File: src/rtl/obi_pkg.sv
// OBI bus request/response structures shared by the memory nodes.
package obi_pkg;

  typedef struct packed {
    logic        req;
    logic        we;
    logic [3:0]  be;
    logic [31:0] addr;
    logic [31:0] wdata;
  } obi_req_t;

  typedef struct packed {
    logic        gnt;
    logic        rvalid;
    logic [31:0] rdata;
  } obi_resp_t;

endpackage

File: src/rtl/strela_pkg.sv
// Shared constants and types for the STRELA CGRA memory nodes.
package strela_pkg;

  localparam int unsigned MEM_MAX_OUTSTANDING = 4;

  typedef enum logic [1:0] {
    S_IDLE,
    S_MREQ,
    S_DRAIN,
    S_DONE
  } omn_state_e;

endpackage

File: src/rtl/fifo_v3.sv
// Registered-output FIFO (no fall-through) with synchronous flush.
module fifo_v3 #(
  parameter int unsigned DATA_WIDTH = 32,
  parameter int unsigned DEPTH      = 8,
  parameter int unsigned ADDR_DEPTH = (DEPTH > 1) ? $clog2(DEPTH) : 1
) (
  input  logic                  clk_i,
  input  logic                  rst_ni,
  input  logic                  flush_i,
  output logic                  full_o,
  output logic                  empty_o,
  output logic [ADDR_DEPTH-1:0] usage_o,
  input  logic [DATA_WIDTH-1:0] data_i,
  input  logic                  push_i,
  output logic [DATA_WIDTH-1:0] data_o,
  input  logic                  pop_i
);

  localparam logic [ADDR_DEPTH:0] FULL_CNT = (ADDR_DEPTH + 1)'(DEPTH);

  logic [DATA_WIDTH-1:0] mem_q [DEPTH];
  logic [ADDR_DEPTH-1:0] rd_ptr_q, wr_ptr_q;
  logic [ADDR_DEPTH:0]   cnt_q;
  logic                  do_push, do_pop;

  // Status flags and guarded push/pop strobes.
  always_comb begin
    full_o  = (cnt_q == FULL_CNT);
    empty_o = (cnt_q == '0);
    usage_o = cnt_q[ADDR_DEPTH-1:0];
    do_push = push_i & ~full_o;
    do_pop  = pop_i & ~empty_o;
    data_o  = mem_q[rd_ptr_q];
  end

  // Pointer and occupancy bookkeeping; flush empties the queue.
  always_ff @(posedge clk_i or negedge rst_ni) begin
    if (!rst_ni) begin
      rd_ptr_q <= '0;
      wr_ptr_q <= '0;
      cnt_q    <= '0;
    end else if (flush_i) begin
      rd_ptr_q <= '0;
      wr_ptr_q <= '0;
      cnt_q    <= '0;
    end else begin
      if (do_push) wr_ptr_q <= wr_ptr_q + 1'b1;
      if (do_pop)  rd_ptr_q <= rd_ptr_q + 1'b1;
      case ({do_push, do_pop})
        2'b10:   cnt_q <= cnt_q + 1'b1;
        2'b01:   cnt_q <= cnt_q - 1'b1;
        default: cnt_q <= cnt_q;
      endcase
    end
  end

  // Storage array; contents need no reset since the count gates reads.
  always_ff @(posedge clk_i) begin
    if (do_push && !flush_i) mem_q[wr_ptr_q] <= data_i;
  end

endmodule

File: src/rtl/output_memory_node.sv
// Output memory node: drains ODM result words through a FIFO into OBI writes
// and raises done_o once every issued write has been acknowledged.
module output_memory_node
  import strela_pkg::*;
  import obi_pkg::*;
#(
  parameter int unsigned FIFO_DEPTH      = 4,
  parameter int unsigned MAX_OUTSTANDING = MEM_MAX_OUTSTANDING
) (
  input  logic        clk_i,
  input  logic        rst_i,
  input  logic        clr_i,
  input  logic        exec_i,
  input  logic [31:0] output_addr_i,
  input  logic [15:0] output_size_i,
  input  logic [15:0] output_stride_i,
  output obi_req_t    masters_req_o,
  input  obi_resp_t   masters_resp_i,
  input  logic [31:0] din_i,
  input  logic        din_v_i,
  output logic        din_r_o,
  output logic        done_o
);

  localparam int unsigned OW = $clog2(MAX_OUTSTANDING + 1);
  localparam logic [OW-1:0] MAX_OUT = OW'(MAX_OUTSTANDING);
  localparam int unsigned FAW = (FIFO_DEPTH > 1) ? $clog2(FIFO_DEPTH) : 1;

  omn_state_e    state_q;
  logic [15:0]   addr_offset_q;
  logic [OW-1:0] outstanding_q, outstanding_d;

  logic          fifo_full, fifo_empty;
  logic [31:0]   fifo_head;
  logic [FAW-1:0] fifo_usage_unused;
  logic [31:0]   rdata_unused;
  logic          req, txn, push, rsp_accept;
  logic [16:0]   next_offset;

  assign rdata_unused = masters_resp_i.rdata;

  // Handshakes, 17-bit offset step and outstanding-count next value.
  always_comb begin
    din_r_o     = (state_q == S_MREQ) && !fifo_full;
    req         = (state_q == S_MREQ) && !fifo_empty && (outstanding_q < MAX_OUT);
    txn         = req && masters_resp_i.gnt;
    push        = din_v_i && din_r_o;
    rsp_accept  = masters_resp_i.rvalid && (outstanding_q != '0);
    next_offset = {1'b0, addr_offset_q} + {1'b0, output_stride_i};
    case ({txn, rsp_accept})
      2'b10:   outstanding_d = outstanding_q + 1'b1;
      2'b01:   outstanding_d = outstanding_q - 1'b1;
      default: outstanding_d = outstanding_q;
    endcase
    done_o = (state_q == S_DONE);
  end

  // OBI write request built from the registered FIFO head and offset.
  always_comb begin
    masters_req_o       = '0;
    masters_req_o.req   = req;
    masters_req_o.we    = 1'b1;
    masters_req_o.be    = 4'b1111;
    masters_req_o.addr  = output_addr_i + {16'h0, addr_offset_q};
    masters_req_o.wdata = fifo_head;
  end

  // Control FSM with offset and outstanding-response tracking.
  always_ff @(posedge clk_i or posedge rst_i) begin
    if (rst_i) begin
      state_q       <= S_IDLE;
      addr_offset_q <= '0;
      outstanding_q <= '0;
    end else if (clr_i) begin
      state_q       <= S_IDLE;
      addr_offset_q <= '0;
      outstanding_q <= '0;
    end else begin
      outstanding_q <= outstanding_d;
      case (state_q)
        S_IDLE: begin
          if (exec_i) state_q <= (output_size_i != '0) ? S_MREQ : S_DONE;
        end
        S_MREQ: begin
          if (txn) begin
            addr_offset_q <= next_offset[15:0];
            if (next_offset >= {1'b0, output_size_i}) state_q <= S_DRAIN;
          end
        end
        // Looks at the next count so the final rvalid cycle already exits.
        S_DRAIN: begin
          if (outstanding_d == '0) state_q <= S_DONE;
        end
        default: state_q <= S_DONE;
      endcase
    end
  end

  fifo_v3 #(
    .DATA_WIDTH(32),
    .DEPTH     (FIFO_DEPTH)
  ) u_fifo (
    .clk_i  (clk_i),
    .rst_ni (!rst_i),
    .flush_i(clr_i),
    .full_o (fifo_full),
    .empty_o(fifo_empty),
    .usage_o(fifo_usage_unused),
    .data_i (din_i),
    .push_i (push),
    .data_o (fifo_head),
    .pop_i  (txn)
  );

endmodule
File: config.mk
export PLATFORM = sky130hd
export DESIGN_NAME = output_memory_node
export DESIGN_NICKNAME = d
export VERILOG_FILES = /design/src/rtl/obi_pkg.sv /design/src/rtl/strela_pkg.sv /design/src/rtl/fifo_v3.sv /design/src/rtl/output_memory_node.sv
export SDC_FILE = /design/constraint.sdc
export NUM_CORES = 1
export LEC_CHECK = 0
export BUFFER_PORTS_ARGS = -buffer_cell sky130_fd_sc_hd__buf_2
export CAP_MARGIN = 0
export CORE_MARGIN = 2
export CORE_UTILIZATION = 45
export DETAILED_ROUTE_END_ITERATION = 12
export PLACE_DENSITY_LB_ADDON = 0.05
export SLEW_MARGIN = 20
export SYNTH_ARGS = -nofsm -noshare
export SYNTH_HDL_FRONTEND = slang
export SYNTH_SLANG_ARGS = --single-unit
File: constraint.sdc
create_clock -name clk_i -period 6.8 [get_ports clk_i]
set_clock_uncertainty 0.05 [all_clocks]
set_input_delay 1.36 -clock clk_i [delete_from_list [all_inputs] [get_ports clk_i]]
set_output_delay 1.36 -clock clk_i [all_outputs]
set_load 0.05 [all_outputs]
==> flow_summary.json <==
{
  "status": "completed",
  "grt_usage": 0.191,
  "first_iter_violations": 231,
  "fin_util": 0.550,
  "finalMaxSlewViolations": 0,
  "htreeDepth": 4,
  "critPathKind": "primary input to output port",
  "gr-total-overflow": 0,
  "wl_met1_um": 8320,
  "power_mw": 2.34,
  "finalNetCount": 992,
  "endpoint_kind": "output port",
  "place_ws_ps": 1650,
  "antenna_cells": 0,
  "synthCells": 628,
  "regArea_um2": 4550,
  "start_util": 0.459,
  "post-dp-hpwl_um": 12800,
  "drtAntennaViolNets": 0,
  "die_h_um": 140,
  "synthTopCellsByArea": "edfxtp_1 (46%), mux4_2 (8.7%), dfrtp_1 (8.5%), ha_1 (8.0%), xnor2_1 (4.1%)",
  "yosysUniqueCellTypes": 60,
  "place_congestion": 0.844,
  "synth_edf_count": 128,
  "cpPeakStageDelay_ps": 430,
  "yosysSeqAreaShare": 0.550,
  "path_max_fanout": 8,
  "antenna_found_initial": 0,
  "final_cells": 1042,
  "yosys_warnings": 0,
  "clk_pin_slew_ps": 70,
  "cpMostUsedCell": "buf_2",
  "cts_tree": "done",
  "dpl_cell_area_um2": 9340,
  "timing.hold.ws_ps": 507,
  "cp_data_arrival_time_ps": 3730,
  "die_w_um": 140,
  "wl_met3_um": 960,
  "synthDominantCellAreaShare": 0.465,
  "hp-class": "flop to flop",
  "leakage_nw": 4.00,
  "cts_sinks": 156,
  "vias_per_cell": 5.44,
  "finalInstanceArea_um2": 9920,
  "cts_buffers": 17,
  "finalHoldViolCount": 0,
  "synth.most_common_cell": "edfxtp_1",
  "drive_gt1_frac": 0.316,
  "crit_path_start_kind": "primary input",
  "rsz0062_at_grt": "false",
  "cts_root_buf": "clkbuf_16",
  "async_flop_share": 0.179,
  "finalCritPeriodShare": 0.756,
  "synth_commonest_cells": "edfxtp_1 (128), ha_1 (53), nand2_1 (48)",
  "cts_setup_buffers": 0,
  "max-slew-margin-rel": 0.391,
  "clock_latency_ps": 430,
  "setup_tns_ps": 0,
  "fin_crit_ps": 5140,
  "syn_area_um2": 8270,
  "highest_layer": "met4",
  "grt_start_max_net_pins": 33,
  "drc": 0,
  "vias": 5664,
  "die_area_um2": 19500,
  "max-vdd-ir-drop_mv": 0.199,
  "grt_pass1_wl_um": 29200,
  "portBuffers": 169,
  "cts_max_path_buffers": 2,
  "nFillCells": 1553,
  "worst_path_max_delay_cell": "fa_1",
  "drv_cap": 0,
  "area_growth_pct": 19.9,
  "multi_input_area_um2": 3490,
  "synth_seq_cells": 156,
  "first_pass_iters": 5,
  "final.setup.worst_slack_ps": 1660,
  "max_slew.worst_pin.slew_ps": 914,
  "postCtsHoldBufs": 0,
  "p_per_area_nw_per_um2": 235,
  "required_ps": 5390,
  "met2_length_um": 8650,
  "synth_ff_type": "edfxtp_1",
  "cts_resized": 0,
  "dp_cells": 1010,
  "postSynthAreaPerCell_um2": 13.2,
  "fp-row-count": 49,
  "path_buf_inv": 3,
  "io_pins": 207,
  "yosysTopAreaCell": "edfxtp_1",
  "crit_chain": "buf_2, ha_1, inv_1, fa_1, nor2b_4, o31a_1, o41a_1, o21ai_2, a21oi_2, nand4_1, xnor2_1, buf_2",
  "wl_per_cell_um": 17.4,
  "wl_um": 18200,
  "finalSetupViolations": 0,
  "grt_pass1_vias": 5697,
  "cp_top_family": "compound AO/OA/AOI/OAI gates",
  "coreArea_um2": 18000,
  "max_freq_mhz": 195
}
routing by layer:
metal | global-route usage | up-vias
met4 | 0.0621 | 0
met1 | 0.267 | 2763
met5 | 0 | -
met3 | 0.0289 | 16
met2 | 0.308 | 171
li1 | - | 2714
worst min-delay path: stages, from the launching register on:
cell     delay [ps]
dfrtp_1         400
nand2_1          70
a21oi_1          50
sequential cells by signal, summed over array words and instances (netlist names):
signal,flops
u_fifo.rd_ptr_q,2
u_fifo.wr_ptr_q,2
u_fifo.mem_q,128
addr_offset_q,16
state_q,2
u_fifo.cnt_q,3
outstanding_q,3
final timing paths:
check,end,slack (ps),from,cells past startpoint
worst max-delay path,masters_req_o[58],1660,output_addr_i[0],12
worst min-delay path,addr_offset_q[3]$_DFFE_PP0P_,510,addr_offset_q[3]$_DFFE_PP0P_,2
worst max register to register,state_q[0]$_DFFE_PP0P_,2760,addr_offset_q[0]$_DFFE_PP0P_,15
worst min register to register,addr_offset_q[3]$_DFFE_PP0P_,510,addr_offset_q[3]$_DFFE_PP0P_,2
max in group asynchronous,u_fifo.rd_ptr_q[0]$_DFFE_PP0P_,5410,rst_i,3
min in group asynchronous,outstanding_q[2]$_DFF_PP0_,960,rst_i,3
logic make-up (layout without fill, tap and decap cells):
| logic type | Yosys count | in the layout | share of synthesized area |
|---|---|---|---|
| AOI/OAI and AO/OA | 127 | 127 | 0.105 |
| xor gates and xnor gates | 48 | 48 | 0.0508 |
| adders and majority gates | 57 | 57 | 0.0899 |
| buffers and inverters | 61 | 242 | 0.0310 |
| DFF | 156 | 156 | 0.550 |
| muxes | 36 | 36 | 0.0921 |
| other | 1 | 5 | 0.000453 |
| and+or+nand+nor | 142 | 142 | 0.0816 |
cell usage in the layout, fill, tap and decap left out, drive strengths merged, types with 4 or more instances in the layout:
cell	netlist	final
buf	13	173
edfxtp	128	128
ha	53	53
nand2	48	48
inv	37	45
a21oi	43	43
xnor2	39	39
nor2	38	38
mux4	32	32
dfrtp	28	28
o21ai	23	23
clkbuf	11	17
and3	9	9
xor2	9	9
a21o	8	8
a211oi	8	8
o21a	8	8
o2111ai	8	8
and2	8	8
nand3	7	7
nand4	6	6
nor3	6	6
nand2b	5	5
conb	1	5
nor2b	5	5
o21bai	4	4
fa	4	4
o41ai	4	4
report_power, final:
part,total (mW),internal (mW),leakage [nW],switching [mW]
registers,1.06,1.05,1.54,0.0111
logic,0.346,0.118,2.18,0.228
clock network,0.928,0.518,0.278,0.410
total,2.34,1.69,4.00,0.649
final cells by class:
cell class,instances,share of cell area
repair buffers,173,0.0883
clock buffers,17,0.0429
multi-input cells,415,0.352
clock inverters,15,0.0159
well taps,229,0.0289
flip-flops and latches,156,0.458
inverters,37,0.0140
No activity file was read; power rests on OpenSTA's default activity.
